### src/rtl/uram_event_buffer_tracker.sv
// Buffer bookkeeping for the multi-buffer URAM event store.
// Hands the writer a free buffer on each accepted trigger, tracks how many buffers are
// filled, presents the oldest filled buffer (index + captured header) to the readout SM
// and frees it on the readout-complete flag. Rejected triggers are counted (saturating).
module uram_event_buffer_tracker #(
    parameter int unsigned NBUF_BITS = 2,
    parameter int unsigned HDR_BITS  = 48,
    parameter int unsigned DROP_BITS = 16
) (
    input  logic                 clk_i,
    input  logic                 rst_i,
    input  logic                 trig_i,
    input  logic [HDR_BITS-1:0]  hdr_i,
    output logic                 trig_ack_o,
    output logic [NBUF_BITS-1:0] wr_buf_o,
    input  logic                 wr_done_i,
    output logic                 writing_o,
    input  logic                 fw_loading_i,
    output logic                 data_available_o,
    output logic [NBUF_BITS-1:0] rd_buf_o,
    output logic [HDR_BITS-1:0]  header_o,
    input  logic                 complete_i,
    output logic [NBUF_BITS:0]   count_o,
    output logic                 full_o,
    output logic [DROP_BITS-1:0] drop_count_o,
    output logic                 err_o
);

    localparam int unsigned NBUF = 1 << NBUF_BITS;
    localparam int unsigned CntW = NBUF_BITS + 1;
    localparam logic [CntW-1:0] CntFull = CntW'(NBUF);

    // State registers
    logic [NBUF_BITS-1:0] wr_ptr_q, wr_ptr_d;
    logic [NBUF_BITS-1:0] rd_ptr_q, rd_ptr_d;
    logic [CntW-1:0]      count_q, count_d;
    logic                 writing_q, writing_d;
    logic                 trig_ack_q, trig_ack_d;
    logic                 data_avail_q, data_avail_d;
    logic                 full_q, full_d;
    logic [DROP_BITS-1:0] drop_q, drop_d;
    logic                 err_q, err_d;
    logic [HDR_BITS-1:0]  hdr_q [NBUF];
    logic [HDR_BITS-1:0]  hdr_d [NBUF];

    // Decoded events for this cycle
    logic accept;
    logic wr_valid;
    logic cpl_valid;

    // Qualify the incoming requests against the current bookkeeping state.
    always_comb begin
        accept    = trig_i && !writing_q && (count_q < CntFull) && !fw_loading_i;
        wr_valid  = wr_done_i && writing_q;
        cpl_valid = complete_i && (count_q != '0);
    end

    // Next-state for pointers, fill count, write-in-flight and status flags.
    always_comb begin
        wr_ptr_d     = wr_ptr_q;
        rd_ptr_d     = rd_ptr_q;
        count_d      = count_q;
        writing_d    = writing_q;
        trig_ack_d   = 1'b0;
        drop_d       = drop_q;
        err_d        = err_q;

        // accept and wr_valid are mutually exclusive: one needs writing low, the other high.
        if (accept) begin
            writing_d  = 1'b1;
            trig_ack_d = 1'b1;
        end else if (trig_i && (drop_q != '1)) begin
            drop_d = drop_q + DROP_BITS'(1);
        end

        if (wr_valid) begin
            writing_d = 1'b0;
            wr_ptr_d  = wr_ptr_q + NBUF_BITS'(1);
        end

        if (cpl_valid) begin
            rd_ptr_d = rd_ptr_q + NBUF_BITS'(1);
        end

        // Simultaneous fill and free leaves the count untouched.
        unique case ({wr_valid, cpl_valid})
            2'b10:   count_d = count_q + CntW'(1);
            2'b01:   count_d = count_q - CntW'(1);
            default: count_d = count_q;
        endcase

        if ((wr_done_i && !writing_q) || (complete_i && (count_q == '0))) begin
            err_d = 1'b1;
        end

        // Registered status flags derive from the next count so they track count_o exactly.
        full_d       = (count_d == CntFull);
        data_avail_d = (count_d != '0) && !fw_loading_i;
    end

    // Header capture: only the buffer being handed to the writer is updated.
    always_comb begin
        for (int i = 0; i < int'(NBUF); i++) begin
            hdr_d[i] = hdr_q[i];
        end
        if (accept) begin
            hdr_d[wr_ptr_q] = hdr_i;
        end
    end

    // Bookkeeping state register; reset discards any write in flight.
    always_ff @(posedge clk_i or posedge rst_i) begin
        if (rst_i) begin
            wr_ptr_q     <= '0;
            rd_ptr_q     <= '0;
            count_q      <= '0;
            writing_q    <= 1'b0;
            trig_ack_q   <= 1'b0;
            data_avail_q <= 1'b0;
            full_q       <= 1'b0;
            drop_q       <= '0;
            err_q        <= 1'b0;
        end else begin
            wr_ptr_q     <= wr_ptr_d;
            rd_ptr_q     <= rd_ptr_d;
            count_q      <= count_d;
            writing_q    <= writing_d;
            trig_ack_q   <= trig_ack_d;
            data_avail_q <= data_avail_d;
            full_q       <= full_d;
            drop_q       <= drop_d;
            err_q        <= err_d;
        end
    end

    // Per-buffer header store.
    always_ff @(posedge clk_i or posedge rst_i) begin
        if (rst_i) begin
            for (int i = 0; i < int'(NBUF); i++) begin
                hdr_q[i] <= '0;
            end
        end else begin
            for (int i = 0; i < int'(NBUF); i++) begin
                hdr_q[i] <= hdr_d[i];
            end
        end
    end

    // Output drive; header_o is a plain mux of stored headers by the read pointer.
    always_comb begin
        trig_ack_o       = trig_ack_q;
        wr_buf_o         = wr_ptr_q;
        writing_o        = writing_q;
        data_available_o = data_avail_q;
        rd_buf_o         = rd_ptr_q;
        header_o         = hdr_q[rd_ptr_q];
        count_o          = count_q;
        full_o           = full_q;
        drop_count_o     = drop_q;
        err_o            = err_q;
    end

endmodule

### config.mk
export PLATFORM = sky130hd
export DESIGN_NAME = uram_event_buffer_tracker
export DESIGN_NICKNAME = d
export VERILOG_FILES = /design/src/rtl/uram_event_buffer_tracker.sv
export SDC_FILE = /design/constraint.sdc
export NUM_CORES = 1
export LEC_CHECK = 0
export CAP_MARGIN = 5
export CELL_PAD_IN_SITES_DETAIL_PLACEMENT = 2
export CELL_PAD_IN_SITES_GLOBAL_PLACEMENT = 2
export CORE_UTILIZATION = 41
export CTS_CLUSTER_SIZE = 8
export DETAILED_ROUTE_END_ITERATION = 16
export PLACE_DENSITY = 0.85
export SYNTH_ARGS = -nofsm -noshare
export SYNTH_HDL_FRONTEND = slang
export SYNTH_SLANG_ARGS = --single-unit
### constraint.sdc
create_clock -name clk_i -period 10.9 [get_ports clk_i]
set_input_delay 2.18 -clock clk_i [delete_from_list [all_inputs] [get_ports clk_i]]
set_output_delay 2.18 -clock clk_i [all_outputs]
set_load 0.02 [all_outputs]
=== Word-level counts from Yosys, hierarchy flattened ===
Index checks and enable logic that the tools add are counted.

* Input bits: 54
* Logic and storage cells: 57
* Output and inout bits: 76
* Bits in registers: 220

* Add/sub/neg operators: 5
* Muxes and demuxes: 10
* Equality and inequality tests: 4
* Order comparisons: 4
* Bitwise logic cells: 3
* Reductions and logical operators: 18

{| class="wikitable"
|+ Operators with widths
! kind !! count
|-
| 192-bit bitwise mux || 1
|-
| 48-bit 2-to-1 mux || 3
|-
| 48-bit binary-select mux with 2-bit select || 1
|-
| 48-bit demux with 2-bit select || 1
|-
| 16-bit by 1-bit adder with 16-bit output, second input constant || 1
|-
| 16-bit != test, second input constant || 1
|-
| 1-bit logical AND || 10
|-
| 3-bit greater-or-equal comparator, second input constant || 2
|-
| 2-bit NOT with 3-bit output || 2
|-
| 3-bit one-hot mux with 2 select lines || 1
|-
| 3-bit nonzero test || 2
|-
| 2-bit by 1-bit adder with 2-bit output, second input constant || 2
|-
| 3-bit by 1-bit adder with 3-bit output, second input constant || 1
|-
| 3-bit equality test, second input constant || 1
|-
| 3-bit logical NOT || 1
|-
| 3-bit by 1-bit < comparator with 1-bit output, second input constant || 1
|-
| 3-bit < comparator, second input constant || 1
|-
| 1-bit 2-to-1 mux || 3
|-
| 3-bit by 1-bit subtractor with 3-bit output, second input constant || 1
|-
| 2-bit by 1-bit equality test with 1-bit output, second input constant || 1
|-
| 2-bit equality test, second input constant || 1
|-
| 1-bit logical NOT || 2
|-
| 2-bit AND reduction || 1
|-
| 2-bit nonzero test || 1
|-
| other kinds (2) || 2
|}

=== Depth between registers and ports, before layout ===
Gate-level depths: netlist of run 1.

* Word-level depth: 6
* Depth in mapped cells: 9
* Depth with buffers taken out: 9

=== Worst setup path after synthesis of run 1 ===
Ideal clock, no wire load.

* Kind: register to output
* Start: reg rd_ptr_q[0], in the netlist rd_buf_o[0]
* End: out header_o[0]
* Required time: 8.720 ns
* Cell stages (with the launch flop): 4
* Buffers on the path: 2
* Arrival time: 1.505 ns
* Path slack: 7.215 ns
* Cells stage by stage: dfrtp_1 clkbuf_1 buf_2 mux4_2

* Word-level cells in the longest chain between the ends: 4

{| class="wikitable"
|+ Ends and longest elaborated chain
! what !! line !! source
|-
| from (decl) || 35 || <nowiki>logic [NBUF_BITS-1:0] rd_ptr_q, rd_ptr_d;</nowiki>
|-
| from (signal assigned) || 125 || <nowiki>rd_ptr_q <= rd_ptr_d;</nowiki>
|-
| 2-bit NOT with 3-bit output (not written as such) || 156 || <nowiki>header_o = hdr_q[rd_ptr_q];</nowiki>
|-
| 48-bit binary-select mux with 2-bit select || 156 ||
|-
| 48-bit 2-to-1 mux (not written as such) (2 in a row) || 156 ||
|-
| to (decl) || 21 || <nowiki>output logic [HDR_BITS-1:0] header_o,</nowiki>
|}

Every way passes these cells. The select of a mux whose other input is x is not followed.

=== Worst setup path after layout of run 1 ===
* Start: reg rd_ptr_q[0], in the netlist rd_buf_o[0]
* End: out header_o[20]

The elaborated chain is that of the path after synthesis.

==> run summary, run 1 <==
STATUS
--------------------------------------------------------------------------------
Outcome ........................................................... finished clean

WORST SETUP PATH
--------------------------------------------------------------------------------
Worst setup SP type ...............................................    flip-flop
Worst flop-to-flop path startpoint ................................   count_o[2]
Worst EP required .................................................      8.72 ns
Source of the critical timing path ................................  rd_buf_o[0]
Crit Path Category ................................................ flip-flop to primary output
Crit Path Max Fanout ..............................................           43
Endpoint arrival time on the critical path ........................      3.06 ns
R2R cell count ....................................................            4
Kind of end point of the critical path ............................ primary output

SYNTHESIS
--------------------------------------------------------------------------------
Synthesized Nets ..................................................          650
Gate count after technology mapping ...............................          589
Mean post-synth cell area .........................................   16.99 um^2
Sequential-to-total area share from yosys stat ....................       55.02%
Summed instance area of the synthesized netlist ...................   10010 um^2
Register bit total from synthesis .................................          220
Number of distinct library cells after synthesis ..................           36
Number of warnings reported in the yosys synthesis log ............            0

TIMING
--------------------------------------------------------------------------------
Crit path time final ..............................................     5.238 ns
Crit share post-route .............................................       48.06%
Setup violators final .............................................            0
Sum of negative setup slack .......................................         0 ns
F_max .............................................................   0.1909 GHz
RSZ-0062 raised after global routing ..............................        false
Worst hold slack ..................................................    0.5029 ns
Post-route clock skew .............................................   0.01482 ns
Fin. max-slew vios ................................................            0
Slew at the pin closest to its max-slew limit .....................     1.044 ns
Slew HR ...........................................................       30.38%
Number of failing hold endpoints at the final stage ...............            0

FINAL LAYOUT
--------------------------------------------------------------------------------
Final #Nets .......................................................          782
Growth of design area from synthesis to finish ....................       23.01%
Fill cell count ...................................................         2166
Area of all placed cells without fillers ..........................   12310 um^2
Number of cells in the finished layout apart from fillers .........         1045
Commonest non-fill, non-tap cell in the layout .................... sky130_fd_sc_hd__dfrtp_1
Commonest cells after routing, fill and taps aside ................ sky130_fd_sc_hd__dfrtp_1, sky130_fd_sc_hd__clkdlybuf4s50_1, sky130_fd_sc_hd__mux2_2, sky130_fd_sc_hd__mux2_4, sky130_fd_sc_hd__mux4_2
Share of cells above drive strength 1 .............................       40.00%

CTS
--------------------------------------------------------------------------------
Largest buffer count on any clock path ............................            3
TritonCTS Sinks ...................................................          220
Skew-Pair Late Insertion Delay ....................................      0.55 ns
Num CTS Buffers ...................................................           31
Root buf cell ..................................................... sky130_fd_sc_hd__clkbuf_16
Setup Buffers After CTS ...........................................            0
TritonCTS clock tree ..............................................        built
H-tree level count ................................................            1
CTS resizes .......................................................            0
Hold-fix buffer count after cts ...................................            0
Clock transition at the registers of the reported paths ...........      0.05 ns

DIE
--------------------------------------------------------------------------------
Horizontal extent of the die ......................................     158.2 um
Chip Height .......................................................     158.2 um
Floorplan row count ...............................................           56
Core outline area .................................................   23680 um^2
Die ar. ...........................................................   25030 um^2
Number of top-level pins ..........................................          130
Starting utilization of the core area .............................       42.25%

PLACE
--------------------------------------------------------------------------------
Placed standard-cell area .........................................   11490 um^2
Number of buffer cells added on primary ports .....................          129
Placed cell count .................................................         1007
Dpl hpwl ..........................................................     15620 um
Routability-driven placement congestion ratio .....................       0.7316

ROUTING
--------------------------------------------------------------------------------
Vias per cell .....................................................        5.424
Iteration count of the initial detailed-routing pass ..............            4
Remaining routing DRC violations ..................................            0
Detail Route Antenna Nets .........................................            0
Iteration-0 DRC Markers ...........................................          188
DR WL/cell ........................................................     24.82 um
Total routed wirelength ...........................................     25940 um
Total number of vias ..............................................         5668

GLOBAL ROUTE
--------------------------------------------------------------------------------
Global-route wire length before repair ............................     41230 um
Number of global-route vias before repair .........................         6966
Pin count of the biggest net entering global routing ..............          138
Total global routing overflow .....................................            0
Overall global routing resource usage .............................       21.93%
GR met1 Demand/Resource ...........................................       26.26%
Routing usage on met2 .............................................       40.04%
Most congested layer reported by global routing ...................         met2
Global-route met3 utilization .....................................       4.599%
Number of antenna violations at the first check in global routing .            0

POWER
--------------------------------------------------------------------------------
Max IR drop VDD ...................................................    0.1366 mV
Leakage power summed over all cells ...............................     5.597 nW
P per Cell Area ................................................... 330.7 nW/um^2

WORST HOLD PATH
--------------------------------------------------------------------------------
Worst hold path class ............................................. flip-flop to flip-flop
Worst Min Path Start ..............................................    hdr_q[90]
Hold Path Depth ...................................................            1

RUN
--------------------------------------------------------------------------------
Max-capacitance violation count ...................................            0

area by class of cell:
type                       instances  area [um^2]  share of cell area [%]
timing repair buffer             132         1314                   10.67
sequential                       220         5510                   44.77
antenna                            1        2.502                 0.02033
clock inverter                     1        8.758                 0.07116
inverter                           8        37.54                  0.3050
multi-input combinational        328         4232                   34.38
tap                              319        399.1                   3.243
clock buffer                      36        804.5                   6.537
power by group:
group,internal (mW),total (mW),switching [mW]
combinational,1.01,1.77,0.755
clock,0.506,0.843,0.337
sequential,1.19,1.46,0.263
total,2.72,4.07,1.36
routing by layer:
layer	vias to the layer above	wire length [um]
met5	-	0
met4	0	467
met3	39	1229
met2	128	13780
met1	3076	10460
li1	2425	-
state kept, by name, summed over array words and instances (netlist names):
register / cells
count_o: 3
data_available_o: 1
drop_count_o: 16
err_o: 1
full_o: 1
hdr_q: 192
rd_buf_o: 2
trig_ack_o: 1
wr_buf_o: 2
writing_o: 1
cell families after synthesis:
group,after synthesis,share of synthesized area [%]
DFF,220,55.02
buffers and inverters,41,2.689
adders and majority gates,7,0.9503
xor gates and xnor gates,17,1.488
and+or+nand+nor,52,3.301
AOI/OAI and AO/OA,7,0.5878
muxes,245,35.96
worst max-delay path, stage by stage (launching register included):
cell                              delay (ns)
sky130_fd_sc_hd__dfrtp_4                0.52
sky130_fd_sc_hd__buf_4                  0.75
sky130_fd_sc_hd__mux4_2                 0.62
sky130_fd_sc_hd__clkdlybuf4s50_1        0.59
worst paths after layout:
check | slack, ns | to
max | 5.66 | header_o[20]
min | 0.50 | hdr_q[90]
max reg2reg | 8.41 | hdr_q[62]
min reg2reg | 0.50 | hdr_q[90]
max in group asynchronous | 6.97 | hdr_q[149]
min in group asynchronous | 2.25 | hdr_q[94]
cells in the mapped netlist:
cell / instances / area, um^2
sky130_fd_sc_hd__a21oi_1: 2 / 10.01
sky130_fd_sc_hd__a221o_1: 1 / 10.01
sky130_fd_sc_hd__and2_1: 2 / 12.51
sky130_fd_sc_hd__and3_1: 2 / 12.51
sky130_fd_sc_hd__and4_1: 2 / 17.52
sky130_fd_sc_hd__buf_1: 1 / 3.750
sky130_fd_sc_hd__buf_2: 14 / 70.07
sky130_fd_sc_hd__buf_6: 13 / 146.4
sky130_fd_sc_hd__clkbuf_1: 5 / 18.77
sky130_fd_sc_hd__dfrtp_1: 220 / 5505
sky130_fd_sc_hd__fa_1: 1 / 20.02
sky130_fd_sc_hd__ha_1: 6 / 75.07
sky130_fd_sc_hd__inv_1: 8 / 30.03
sky130_fd_sc_hd__mux2_2: 116 / 1306
sky130_fd_sc_hd__mux2_4: 80 / 1201
sky130_fd_sc_hd__mux2i_1: 1 / 10.01
sky130_fd_sc_hd__mux4_2: 48 / 1081
sky130_fd_sc_hd__nand2_1: 7 / 26.28
sky130_fd_sc_hd__nand2_4: 4 / 45.04
sky130_fd_sc_hd__nand3_1: 7 / 35.03
sky130_fd_sc_hd__nand4_1: 8 / 50.05
sky130_fd_sc_hd__nand4b_1: 2 / 17.52
sky130_fd_sc_hd__nor2_1: 5 / 18.77
sky130_fd_sc_hd__nor2b_1: 1 / 6.260
sky130_fd_sc_hd__nor3_1: 7 / 35.03
sky130_fd_sc_hd__nor3_2: 1 / 10.01
sky130_fd_sc_hd__nor3b_1: 1 / 7.510
sky130_fd_sc_hd__nor4_1: 1 / 6.260
sky130_fd_sc_hd__nor4_4: 1 / 21.27
sky130_fd_sc_hd__nor4b_1: 1 / 8.760
sky130_fd_sc_hd__o21bai_1: 1 / 7.510
sky130_fd_sc_hd__o31ai_2: 1 / 12.51
sky130_fd_sc_hd__o32a_1: 1 / 10.01
sky130_fd_sc_hd__o41ai_1: 1 / 8.760
sky130_fd_sc_hd__xnor2_1: 9 / 78.83
sky130_fd_sc_hd__xor2_1: 8 / 70.07
through the flow:
stage,total power [mW],setup slack (ns),utilization [%]
finish,4.071,5.662,51.97
CTS,4.130,5.560,51.96
global route,4.283,5.437,51.96
global placement,3.098,6.182,48.53
floorplan,2.531,2.699,-
detailed placement,3.231,6.147,48.53
(Power assumes the default switching activity.)
==> run 2, diff against run 1 <==
==> constraint.sdc (replaced) <==
create_clock -name clk_i -period 4.9 [get_ports clk_i]
set_input_delay 0.98 -clock clk_i [delete_from_list [all_inputs] [get_ports clk_i]]
set_output_delay 0.98 -clock clk_i [all_outputs]
set_load 0.02 [all_outputs]
==> run 2 against run 1 <==
Compared with the run above:
- count of clock-buffer cells in the layout is 3 lower
- critical path depth stayed put
- sequential power is 130% higher
- combinational power is 120% higher
- clock skew is 0.0054 ns lower
- global-route usage hardly changed
- largest power group unchanged
==> run summary, run 2 (same netlist as run 1, synthesis figures left out) <==
TIMING
--------------------------------------------------------------------------------
Crit path time final ..............................................     3.904 ns
RSZ-0062 raised after global routing ..............................        false
PnR worst setup slack .............................................    0.9956 ns
Crit share post-route .............................................       79.68%
F_max .............................................................   0.2561 GHz
Setup violators final .............................................            0
Sum of negative setup slack .......................................         0 ns
Fin. max-slew vios ................................................            0
Slew HR ...........................................................       35.86%
Post-route clock skew .............................................  0.009449 ns
Slew at the pin closest to its max-slew limit .....................    0.9622 ns
Number of failing hold endpoints at the final stage ...............            0
Worst hold slack ..................................................    0.4948 ns

WORST SETUP PATH
--------------------------------------------------------------------------------
Kind of end point of the critical path ............................ primary output
Worst EP required .................................................      3.92 ns
Crit path largest cell delay ......................................      0.86 ns
Worst flop-to-flop path startpoint ................................   count_o[2]
Endpoint arrival time on the critical path ........................      2.92 ns
Endpoint of the lowest-slack register-to-register path ............   hdr_q[164]
Source of the critical timing path ................................  rd_buf_o[0]
CP cell instances ................................................. buf_4, mux4_2, clkdlybuf4s50_1
R2R cell count ....................................................            4
Crit Path Category ................................................ flip-flop to primary output
Setup slack, reg-to-reg ...........................................      2.49 ns
Worst setup SP type ...............................................    flip-flop
Crit Path Max Fanout ..............................................           32
Slowest stage cell on the critical path ........................... sky130_fd_sc_hd__dfrtp_4

FINAL LAYOUT
--------------------------------------------------------------------------------
Area used by multi-input combinational logic ......................    4232 um^2
Diodes inserted ...................................................            0
Flip-flop count of the largest register after layout ..............          192
Commonest cells after routing, fill and taps aside ................ sky130_fd_sc_hd__dfrtp_1, sky130_fd_sc_hd__clkdlybuf4s50_1, sky130_fd_sc_hd__mux2_2, sky130_fd_sc_hd__mux2_4, sky130_fd_sc_hd__mux4_2
Commonest non-fill, non-tap cell in the layout .................... sky130_fd_sc_hd__dfrtp_1
Fill cell count ...................................................         2154
Largest register by flop count ....................................        hdr_q
Number of cells in the finished layout apart from fillers .........         1044
Final #Nets .......................................................          785
Storage cell area .................................................    5510 um^2
Area of all placed cells without fillers ..........................   12350 um^2
Growth of design area from synthesis to finish ....................       23.42%
Share of cells above drive strength 1 .............................       40.28%

PLACE
--------------------------------------------------------------------------------
Dpl hpwl ..........................................................     16230 um
Placed standard-cell area .........................................   11540 um^2
Setup slack after placement .......................................     1.475 ns
Routability-driven placement congestion ratio .....................       0.7301
Placed cell count .................................................         1010
Number of buffer cells added on primary ports .....................          129

ROUTING
--------------------------------------------------------------------------------
Vias per cell .....................................................        5.435
Total routed wirelength ...........................................     25950 um
DR WL/cell ........................................................     24.86 um
Detail Route Antenna Nets .........................................            0
Remaining routing DRC violations ..................................            0
Iteration count of the initial detailed-routing pass ..............            4
Iteration-0 DRC Markers ...........................................          246
Total number of vias ..............................................         5674

DIE
--------------------------------------------------------------------------------
Starting utilization of the core area .............................       42.25%
Die ar. ...........................................................   25030 um^2
Core outline area .................................................   23680 um^2
Floorplan row count ...............................................           56
Number of top-level pins ..........................................          130
Horizontal extent of the die ......................................     158.2 um
Chip Height .......................................................     158.2 um

CTS
--------------------------------------------------------------------------------
Setup Buffers After CTS ...........................................            0
Root buf cell ..................................................... sky130_fd_sc_hd__clkbuf_16
CTS resizes .......................................................            0
Skew-Pair Late Insertion Delay ....................................      0.54 ns
TritonCTS clock tree ..............................................        built
Largest buffer count on any clock path ............................            3
Hold-fix buffer count after cts ...................................            0
TritonCTS Sinks ...................................................          220
Clock transition at the registers of the reported paths ...........      0.05 ns
Num CTS Buffers ...................................................           31
H-tree level count ................................................            1

GLOBAL ROUTE
--------------------------------------------------------------------------------
Global-route wire length before repair ............................     41210 um
Pin count of the biggest net entering global routing ..............          101
Overall global routing resource usage .............................       21.95%
Total global routing overflow .....................................            0
Number of global-route vias before repair .........................         6975
Number of antenna violations at the first check in global routing .            0

WORST HOLD PATH
--------------------------------------------------------------------------------
Worst hold path class ............................................. flip-flop to flip-flop
Worst Min Path Start ..............................................        err_o
Hold Path Depth ...................................................            1
Worst min-delay path endpoint .....................................        err_o

POWER
--------------------------------------------------------------------------------
Max IR drop VDD ...................................................    0.2927 mV
Leakage power summed over all cells ...............................     5.615 nW
P per Cell Area ................................................... 736.2 nW/um^2

STATUS
--------------------------------------------------------------------------------
Outcome ........................................................... finished clean

RUN
--------------------------------------------------------------------------------
Max-capacitance violation count ...................................            0

run 2: cell count changes in the layout (fill, tap and decap cells not counted), sizes merged:
cell      previous run  this run
diode                1         0
bufinv               0         1
clkinvlp             0         1
inv                  9         7
buf                  3         6
clkbuf              36        33
run 2: power by group:
group / total [mW] / internal [mW] / switching [mW] / leakage [nW]
clock: 1.89 / 1.15 / 0.733 / 0.399
sequential: 3.34 / 2.66 / 0.680 / 2.74
combinational: 3.87 / 2.27 / 1.60 / 2.47
total: 9.09 / 6.08 / 3.01 / 5.62
run 2: layer usage:
metal | vias to the layer above | GRT usage, % | wire (um) | share of wire (%)
met5 | - | 0 | 0 | 0
met4 | 0 | 6.227 | 641 | 2.5
met3 | 48 | 4.243 | 1163 | 4.5
met2 | 131 | 39.47 | 13730 | 53
met1 | 3052 | 26.60 | 10410 | 40
li1 | 2443 | - | - | -
run 2: final cells by class:
cell class | instances | area share, %
Tap cell | 319 | 3.232
Sequential cell | 220 | 44.62
Timing Repair Buffer | 135 | 11.02
Inverter | 8 | 0.2736
Clock inverter | 1 | 0.2432
Multi-Input combinational cell | 328 | 34.27
Clock buffer | 33 | 6.342
run 2: worst max-delay path: cells and delay by family, from the launching register on:
family | cells | cell delay, ns
multiplexers | 1 | 0.56
flip-flops | 1 | 0.86
buffers and inverters | 2 | 0.94
run 2: through the flow:
| stage | total power, mW | util, % |
|---|---|---|
| after detailed placement | 7.235 | 48.71 |
| after CTS | 9.231 | 52.14 |
| after global placement | 6.914 | 48.71 |
| final | 9.091 | 52.14 |
| after floorplan | 5.631 | - |
| after global routing | 9.558 | 52.14 |
run 2: how the worst max path moves through the flow:
stage | depth (start not counted) | endpoint | slack, ns
floorplan | 1 | count_o[0] | 1.05
global placement | 3 | header_o[47] | 1.51
detailed placement | 3 | header_o[12] | 1.48
CTS | 3 | header_o[12] | 0.89
global route | 3 | header_o[18] | 0.80
finish | 3 | header_o[12] | 1.0
==> run 3, diff against run 2 <==
--- a/config.mk
+++ b/config.mk
@@ -8,10 +8,10 @@
 export CAP_MARGIN = 5
 export CELL_PAD_IN_SITES_DETAIL_PLACEMENT = 2
 export CELL_PAD_IN_SITES_GLOBAL_PLACEMENT = 2
-export CORE_UTILIZATION = 41
+export CORE_UTILIZATION = 37
 export CTS_CLUSTER_SIZE = 8
 export DETAILED_ROUTE_END_ITERATION = 16
-export PLACE_DENSITY = 0.85
+export PLACE_DENSITY = 0.82
 export SYNTH_ARGS = -nofsm -noshare
 export SYNTH_HDL_FRONTEND = slang
 export SYNTH_SLANG_ARGS = --single-unit
==> constraint.sdc (replaced) <==
create_clock -name clk_i -period 3.3 [get_ports clk_i]
set_input_delay 0.66 -clock clk_i [delete_from_list [all_inputs] [get_ports clk_i]]
set_output_delay 0.66 -clock clk_i [all_outputs]
set_load 0.02 [all_outputs]
==> run 3 against run 2 <==
Compared with the run above:
- the run now ends with DRC left
- count of clock-buffer cells in the layout is the same
- routed wire length shrank 1.8%
- largest power group unchanged
- cell area grew 1.6%
==> run summary, run 3 (same netlist as run 1, synthesis figures left out) <==
WORST SETUP PATH
--------------------------------------------------------------------------------
Worst setup SP type ...............................................    flip-flop
Worst EP required .................................................      2.64 ns
Setup slack, reg-to-reg ...........................................      0.91 ns
Crit Path Category ................................................ flip-flop to primary output
Kind of end point of the critical path ............................ primary output
Source of the critical timing path ................................  rd_buf_o[0]
Endpoint arrival time on the critical path ........................      2.42 ns
Worst flop-to-flop path startpoint ................................   count_o[2]
R2R cell count ....................................................            9
Endpoint of the lowest-slack register-to-register path ............ data_available_o
Slowest stage cell on the critical path ........................... sky130_fd_sc_hd__clkdlybuf4s50_1
Crit path largest cell delay ......................................      0.55 ns
CP cell instances ................................................. buf_4, buf_6, mux4_2, clkdlybuf4s50_1
Crit Path Max Fanout ..............................................           10

FINAL LAYOUT
--------------------------------------------------------------------------------
Share of cells above drive strength 1 .............................       41.25%
Diodes inserted ...................................................            0
Growth of design area from synthesis to finish ....................       25.43%
Flip-flop count of the largest register after layout ..............          192
Utilization after layout ..........................................       47.76%
Final #Nets .......................................................          797
Storage cell area .................................................    5510 um^2
Largest register by flop count ....................................        hdr_q
Commonest cells after routing, fill and taps aside ................ sky130_fd_sc_hd__dfrtp_1, sky130_fd_sc_hd__clkdlybuf4s50_1, sky130_fd_sc_hd__mux2_2, sky130_fd_sc_hd__mux2_4, sky130_fd_sc_hd__mux4_2
Fill cell count ...................................................         2406
Area used by multi-input combinational logic ......................    4232 um^2
Commonest non-fill, non-tap cell in the layout .................... sky130_fd_sc_hd__dfrtp_1

DIE
--------------------------------------------------------------------------------
Horizontal extent of the die ......................................     166.4 um
Floorplan row count ...............................................           59
Die ar. ...........................................................   27700 um^2
Number of top-level pins ..........................................          130
Starting utilization of the core area .............................       38.07%
Core outline area .................................................   26280 um^2
Chip Height .......................................................     166.4 um

TIMING
--------------------------------------------------------------------------------
Fin. max-slew vios ................................................            0
Sum of negative setup slack .......................................         0 ns
Crit share post-route .............................................       93.19%
Slew HR ...........................................................       53.77%
Crit path time final ..............................................     3.075 ns
Number of failing hold endpoints at the final stage ...............            0
Slew at the pin closest to its max-slew limit .....................    0.6881 ns
RSZ-0062 raised after global routing ..............................        false
F_max .............................................................   0.3252 GHz
Setup violators final .............................................            0
Post-route clock skew .............................................   0.01610 ns
Worst hold slack ..................................................    0.3910 ns
PnR worst setup slack .............................................    0.2247 ns

GLOBAL ROUTE
--------------------------------------------------------------------------------
Global-route wire length before repair ............................     41220 um
Total global routing overflow .....................................            0
Overall global routing resource usage .............................       19.03%
Pin count of the biggest net entering global routing ..............          111
Number of antenna violations at the first check in global routing .            0
Number of global-route vias before repair .........................         6959

CTS
--------------------------------------------------------------------------------
Clock transition at the registers of the reported paths ...........      0.05 ns
TritonCTS clock tree ..............................................        built
Setup Buffers After CTS ...........................................            1
Skew-Pair Late Insertion Delay ....................................      0.54 ns
Largest buffer count on any clock path ............................            3
CTS resizes .......................................................            0
Root buf cell ..................................................... sky130_fd_sc_hd__clkbuf_16
H-tree level count ................................................            1
Hold-fix buffer count after cts ...................................            0
Num CTS Buffers ...................................................           31
TritonCTS Sinks ...................................................          220

WORST HOLD PATH
--------------------------------------------------------------------------------
Worst hold path class ............................................. primary input to async pin

ROUTING
--------------------------------------------------------------------------------
DR WL/cell ........................................................     23.77 um
Total routed wirelength ...........................................     25480 um
Total number of vias ..............................................         5673
Iteration count of the initial detailed-routing pass ..............           10
Detail Route Antenna Nets .........................................            0
Iteration-0 DRC Markers ...........................................          210
Vias per cell .....................................................        5.292
Remaining routing DRC violations ..................................            7

PLACE
--------------------------------------------------------------------------------
Routability-driven placement congestion ratio .....................       0.7496
Number of buffer cells added on primary ports .....................          129
Dpl hpwl ..........................................................     15450 um
Setup slack after placement .......................................    0.3425 ns

POWER
--------------------------------------------------------------------------------
Total power consumption of the routed design ......................     13.56 mW
P per Cell Area ................................................... 1080 nW/um^2
Leakage power summed over all cells ...............................     5.709 nW
Max IR drop VDD ...................................................    0.5403 mV

STATUS
--------------------------------------------------------------------------------
Outcome ........................................................... finished with violations
Violations in the final reports ...................................          DRC

RUN
--------------------------------------------------------------------------------
Max-capacitance violation count ...................................            0

## run 3: cell count changes in the layout (fill, tap and decap cells not counted)
cell,change
sky130_fd_sc_hd__buf_6,+1
sky130_fd_sc_hd__buf_12,+7
sky130_fd_sc_hd__buf_4,+4
## run 3: power by group
part / switching (mW) / total [mW] / internal, mW
Sequential: 0.805 / 4.75 / 3.95
Combinational: 2.51 / 6.01 / 3.50
Clock: 1.08 / 2.79 / 1.71
Total: 4.40 / 13.6 / 9.16
## run 3: worst max-delay path: cells and delay by family (launching register included)
kind | cells | cell delay, ns
flops | 1 | 0.47
buf+inv | 3 | 0.88
mux | 1 | 0.52
## run 3: how the worst max path moves through the flow
| stage | cells after the start | endpoint |
|---|---|---|
| after floorplan | 1 | count_o[0] |
| after global placement | 3 | header_o[35] |
| after detailed placement | 9 | data_available_o |
| after CTS | 3 | header_o[38] |
| after global routing | 4 | header_o[44] |
| final | 4 | header_o[40] |
## run 3: final cells by class
| cell class | count | share of cell area (%) |
|---|---|---|
| multi-input combinational | 328 | 33.72 |
| inverter | 8 | 0.2692 |
| clock buffer | 33 | 6.241 |
| tap | 335 | 3.340 |
| timing repair buffer | 147 | 12.29 |
| clock inverter | 1 | 0.2393 |
| sequential | 220 | 43.90 |
## run 3: per-layer routing
metal	vias to the layer above	wire length (um)	part of all wire [%]	GRT usage [%]
li1	2450	-	-	-
met1	3061	10560	41	23.37
met2	130	13360	52	34.60
met3	32	1165	4.6	3.707
met4	0	403	1.6	3.986
met5	-	0	0	0
## run 3: metrics by stage
step	area (um^2)	std cells
after global routing	12550	1072
after CTS	12490	1066
after floorplan	10010	589
after detailed placement	11670	1031
final	12550	1072
after global placement	11670	1031
